### config.mk
export PLATFORM = sky130hd
export DESIGN_NAME = fetch_stage
export DESIGN_NICKNAME = d
export VERILOG_FILES = /design/src/rtl/fetch_stage.sv
export SDC_FILE = /design/constraint.sdc
export NUM_CORES = 1
export LEC_CHECK = 0
export CAP_MARGIN = 20
export CORE_UTILIZATION = 44
export CTS_CLUSTER_SIZE = 8
export DETAILED_ROUTE_END_ITERATION = 10
export PLACE_DENSITY = 0.81
export SETUP_SLACK_MARGIN = 0.4
export SLEW_MARGIN = 40
export SYNTH_ARGS = -nofsm -noshare
export SYNTH_HDL_FRONTEND = slang
export SYNTH_SLANG_ARGS = --single-unit
### constraint.sdc
create_clock -name clk -period 2.6 [get_ports clk]
set_input_delay 0.78 -clock clk [delete_from_list [all_inputs] [get_ports clk]]
set_output_delay 0.78 -clock clk [all_outputs]
set_load 0.01 [all_outputs]
### src/rtl/fetch_stage.sv
// Instruction-fetch stage: PC register, next-PC selection, IF/ID pipeline register,
// and stall/flush event counters for performance inspection.
module fetch_stage #(
  parameter logic [31:0] RESET_PC = 32'h0000_0000,
  parameter int          CNT_W    = 32
) (
  input  logic             clk,
  input  logic             reset,
  input  logic             stall_IF_ID,
  input  logic             flush_IF,
  input  logic [1:0]       ID_PCSrc,
  input  logic             branch_taken,
  input  logic [31:0]      ID_BranchTarget,
  input  logic [31:0]      ID_JumpTarget,
  input  logic [31:0]      ID_RsData,
  output logic [31:0]      imem_addr,
  input  logic [31:0]      imem_rdata,
  output logic [31:0]      IF_PC,
  output logic [31:0]      ID_Inst,
  output logic [31:0]      ID_PC,
  output logic [31:0]      ID_PCPlus4,
  output logic             ID_Valid,
  output logic [CNT_W-1:0] stall_count,
  output logic [CNT_W-1:0] flush_count
);

  localparam logic [1:0] SRC_SEQ    = 2'b00;
  localparam logic [1:0] SRC_BRANCH = 2'b01;
  localparam logic [1:0] SRC_JUMP   = 2'b10;
  localparam logic [1:0] SRC_REG    = 2'b11;

  logic [31:0]      r_pc;
  logic [31:0]      r_id_inst;
  logic [31:0]      r_id_pc;
  logic [31:0]      r_id_pc_plus4;
  logic             r_id_valid;
  logic [CNT_W-1:0] r_stall_count;
  logic [CNT_W-1:0] r_flush_count;

  logic [31:0]      w_pc_plus4;
  logic [31:0]      w_next_pc;
  logic             w_redir;

  assign w_pc_plus4 = r_pc + 32'd4;

  assign w_redir = ((ID_PCSrc == SRC_BRANCH) && branch_taken) ||
                   (ID_PCSrc == SRC_JUMP) || (ID_PCSrc == SRC_REG);

  // Stall is applied in the register enable; this selects the unstalled target.
  always_comb begin
    w_next_pc = w_pc_plus4;
    case (ID_PCSrc)
      SRC_BRANCH: if (branch_taken) w_next_pc = ID_BranchTarget;
      SRC_JUMP:   w_next_pc = ID_JumpTarget;
      SRC_REG:    w_next_pc = {ID_RsData[31:2], 2'b00};
      default:    w_next_pc = w_pc_plus4;
    endcase
  end

  always_ff @(posedge clk) begin
    if (reset) begin
      r_pc <= RESET_PC;
    end else if (!stall_IF_ID) begin
      r_pc <= w_next_pc;
    end
  end

  // A redirect without flush still latches the fetched word; only flush makes a bubble.
  always_ff @(posedge clk) begin
    if (reset) begin
      r_id_inst     <= 32'd0;
      r_id_pc       <= 32'd0;
      r_id_pc_plus4 <= 32'd0;
      r_id_valid    <= 1'b0;
    end else if (!stall_IF_ID) begin
      if (flush_IF) begin
        r_id_inst     <= 32'd0;
        r_id_pc       <= 32'd0;
        r_id_pc_plus4 <= 32'd0;
        r_id_valid    <= 1'b0;
      end else begin
        r_id_inst     <= imem_rdata;
        r_id_pc       <= r_pc;
        r_id_pc_plus4 <= w_pc_plus4;
        r_id_valid    <= 1'b1;
      end
    end
  end

  always_ff @(posedge clk) begin
    if (reset) begin
      r_stall_count <= '0;
      r_flush_count <= '0;
    end else begin
      if (stall_IF_ID) begin
        r_stall_count <= r_stall_count + CNT_W'(1);
      end else if (flush_IF) begin
        r_flush_count <= r_flush_count + CNT_W'(1);
      end
    end
  end

  assign imem_addr   = r_pc;
  assign IF_PC       = r_pc;
  assign ID_Inst     = r_id_inst;
  assign ID_PC       = r_id_pc;
  assign ID_PCPlus4  = r_id_pc_plus4;
  assign ID_Valid    = r_id_valid;
  assign stall_count = r_stall_count;
  assign flush_count = r_flush_count;

endmodule
; ---- Yosys cells after proc, flatten, opt, wreduce, memory -nomap -nowiden
; Index checks and enable logic that the tools add are counted.
[word_totals]
register_bits = 193
input_bits = 135
out_inout_bits = 225
wordCells = 21
[classes]
addsub = 3
eq_ne = 3
muxes = 6
n_bitwise = 1
reduce_logical = 1
[op_table]
columns = op, count
row1 = $mux W32, 4
row2 = $pmux W32 S3, 1
row3 = $add A32 B1 Y32 const B, 2
row4 = $add A32 B3 Y32 const B, 1
row5 = $eq A2 B2 Y1 const B, 2
row6 = $eq A2 B1 Y1 const B, 1
row7 = $reduce_and A2 Y1, 1
row8 = $mux W1, 1
row9 = $not A1 Y1, 1

; ---- Depth between registers and ports, before layout
[logic_depth]
word_depth = 3
depth_mapped = 8
mapped_depth_nobuf = 6

; ---- Least setup slack after synthesis
; No wires, ideal clock.
[synth_timing]
path_kind = input -> register
startpoint = input port stall_IF_ID
endpoint = register r_flush_count[31], in the netlist flush_count[31]
setup_time_ps = 121
t_arrival_ps = 2246
required_time_ps = 2479
path_slack_ps = 233
path_stages = 7
n_path_buf = 2
cell_sequence = buf_2 > nand3b_4 > nor4_4 > and4_1 > buf_4 > nand4_1 > mux2_4
[synth_via]
elab_chain_cells = 2
[synth_rtl]
columns = item, line
row1 = "start, declared", 9  ; input logic stall_IF_ID,
row2 = $not A1 Y1 (no line), n/a
row3 = $reduce_and A2 Y1 (no line), n/a
row4 = "end signal, assigned", 98  ; r_flush_count <= r_flush_count + CNT_W'(1);
row5 = "end, declared", 38  ; logic [CNT_W-1:0] r_flush_count;
; No other way between the ends.
; A chain may end at the register's enable or synchronous reset.

; ---- Worst setup path in the final report
[layout_timing]
startpoint = register r_pc[14], in the netlist IF_PC[14]
endpoint = output port IF_PC[14]
[layout_rtl]
columns = item, line
row1 = "start, declared", 32  ; logic [31:0] r_pc;
row2 = "start signal, assigned", 64  ; r_pc <= w_next_pc;
row3 = "end, declared", 18  ; output logic [31:0] IF_PC,
; No word-level cell between the ends.

==> summary.txt <==
Run status
  • Status: finished clean

Clock tree
  • H-Tree Depth: 4
  • Clock sinks: 191
  • Clock latency on the worst-skew pair: 0.43 ns
  • Root Driver: clkbuf_16
  • Clock tree buffer depth: 2
  • TritonCTS clock tree: built
  • Worst-path clk slew: 0.07 ns
  • Total CTS buffers: 17

Layout
  • Most frequent cells in the layout: clkdlybuf4s50_1 (261), nor2_1 (165), dfxtp_1 (142), a21oi_1 (70), nand2_1 (70)
  • Final Instance Area: 13800 um^2
  • Fin util: 0.676
  • Most common cell after layout, fill and taps aside: clkdlybuf4s50_1
  • Share of cells above drive strength 1: 0.129
  • Final net count: 1547
  • P&R area growth vs syn: 49.4%
  • FILL cells: roughly 1700
  • Multi-input gate area: 4780 um^2
  • Storage cell area: 3930 um^2
  • Antenna diode count: 0

Yosys
  • Number of synthesized flops with an enable pin: 0
  • Top_reg_cell synth: dfxtp_1
  • Post-Syn Nets: 1230
  • Sequential-to-total area share from yosys stat: 0.414
  • Number of synthesized register bits: 191
  • Warnings, synthesis: 0
  • Avg Inst Size Synth: 8.46 um^2
  • Post-synth ARST share: 0
  • Post-synth cell types: 65
  • Mapped Area: 9240 um^2
  • Mapped Cells: 1092

Drt
  • DRC: 0
  • DR iter-0 viols: 811
  • Via density: 5.61
  • Routed Wire Length: 32100 um
  • Vias: 9488
  • Total iterations of the first detailed-routing run: 5
  • WL/cell: 19.0 um
  • Post-route ant nets: 0

STA
  • Worst slew margin: 0.596
  • Min cycle time layout: about 2.2 ns
  • Setup Skew: 0.0142 ns
  • Max-slew violation count: 0
  • Setup total negative slack: 0 ns
  • # setup viols final: 0
  • Slew at the pin closest to its max-slew limit: 0.606 ns
  • RSZ-0062 raised after global routing: false
  • Fmax achieved: roughly 0.46 GHz
  • Worst Hold Slack: 0.454 ns
  • Final Cycle Share: 0.834
  • Fin. Hold Viols: 0

Worst setup path
  • CP arrival: 1.39 ns
  • Crit start category: register
  • Slowest stage cell, crit path: clkdlybuf4s50_1
  • CP top delay family: buffers and inverters
  • Critical path buffers and inverters: 1
  • Worst Path Required: between 1.5 and 2 ns
  • Largest stage delay on the critical path: 0.56 ns
  • Max FO, Critical Path: 6
  • Critical path type: reg -> out
  • Crit path cell chain: clkdlybuf4s50_1
  • Crit end category: primary output

Floorplan
  • Num rows: between 50 and 60
  • Core area: 20400 um^2
  • Initial core utilization: 0.452
  • Die Area: approximately 22000 um^2
  • Die H: 147 um
  • Num ports: 360
  • Die W: 147 um

GRT
  • First-pass GRT wire length: 49500 um
  • GRT Total Usage: 0.290
  • Largest net degree at the start of global routing: 133
  • Vias in the first global route: 9018
  • Grt total ovfl: 0
  • Initial antenna violation count: 0

Place
  • Detailed placement HPWL: between 20000 and 25000 um
  • Final GP Congestion: 0.885
  • Port Buffer Count: 357
  • Area post-placement: 13000 um^2

Pwr
  • Peak VDD IR: 0.441 mV
  • Pleak: 6.00 nW
  • Pwr per Cell Area: 491 nW/um^2

Min path
  • HP Class: reg -> reg

Run
  • Max cap viols: 0
==> cell type report <==
type | count | area share
tap | 270 | 0.0245
sequential | 191 | 0.284
clock inverter | 14 | 0.0106
clock buffer | 18 | 0.0318
inverter | 21 | 0.00571
multi-input combinational | 768 | 0.346
timing repair buffer | 410 | 0.297
==> path summary, 6_finish.rpt <==
kind         slack [ns]             end  cells after the start            from
max                0.43       IF_PC[14]                      1       IF_PC[14]
min                0.45  ID_PCPlus4[29]                      2  ID_PCPlus4[29]
max reg2reg        0.60       IF_PC[19]                      5       IF_PC[18]
min reg2reg        0.45  ID_PCPlus4[29]                      2  ID_PCPlus4[29]
==> synth_stat cells, types with 10 or more instances <==
master	count	area [um^2]
buf_1	12	45.0
a22oi_1	37	278
clkbuf_1	55	206
a21oi_1	70	350
xor2_1	37	324
buf_4	36	270
o22ai_1	10	62.6
nand3_1	31	155
inv_1	20	75.1
nand4_1	28	175
mux2i_1	25	250
o21ai_0	30	150
xnor2_1	42	368
nor3_1	27	135
and4_1	14	123
nor2_1	166	623
nor4_1	13	81.3
nand2_1	71	267
and3_1	14	87.6
nor3b_1	22	165
dfxtp_1	191	3820
mux2_2	11	124
==> power breakdown <==
part           total, W  switching (W)  internal (W)
logic           0.00107       0.000506      0.000560
clock network   0.00259        0.00128       0.00131
registers       0.00311       0.000103       0.00301
==> per-layer routing <==
layer,track usage,vias to the layer above,share of wire
met1,0.362,4478,0.41
met5,0,-,0
met3,0.0776,67,0.088
met2,0.478,454,0.47
li1,-,4489,-
met4,0.107,0,0.029
==> registers in the layout (all words and copies together), names as in the netlist <==
signal	count
ID_Inst	32
ID_PC	32
IF_PC	32
flush_count	32
stall_count	32
ID_PCPlus4	30
ID_Valid	1
==> timing repair <==
| item | in CTS | in global routing |
|---|---|---|
| hold buffers | 0 | 0 |
| hold endpoints to repair | 0 | 0 |
| endpoints found under the setup margin | 91 | 75 |
| resized for setup | 90 | 70 |
| setup buffers | 0 | 4 |
==> cells by family (layout without fill, tap and decap cells) <==
kind of cell / Yosys count / in the layout / share of synthesized area
fa+ha+maj: 3 / 3 / 0.00406
buf+inv: 133 / 463 / 0.0699
compound gates: 216 / 216 / 0.151
simple gates: 433 / 433 / 0.244
flops: 191 / 191 / 0.414
mux: 37 / 37 / 0.0421
xor+xnor: 79 / 79 / 0.0749
==> per-stage QoR <==
stage | total power [W] | setup WS (ns) | std cells
finish | 0.00677 | 0.432 | 1692
global route | 0.00702 | 0.402 | 1692
CTS | 0.00681 | 0.400 | 1688
detailed placement | 0.00425 | 0.0224 | 1656
global placement | 0.00423 | 0.0699 | 1656
floorplan | 0.00366 | 0.385 | 1092
Power figures use the tool's default switching activity.
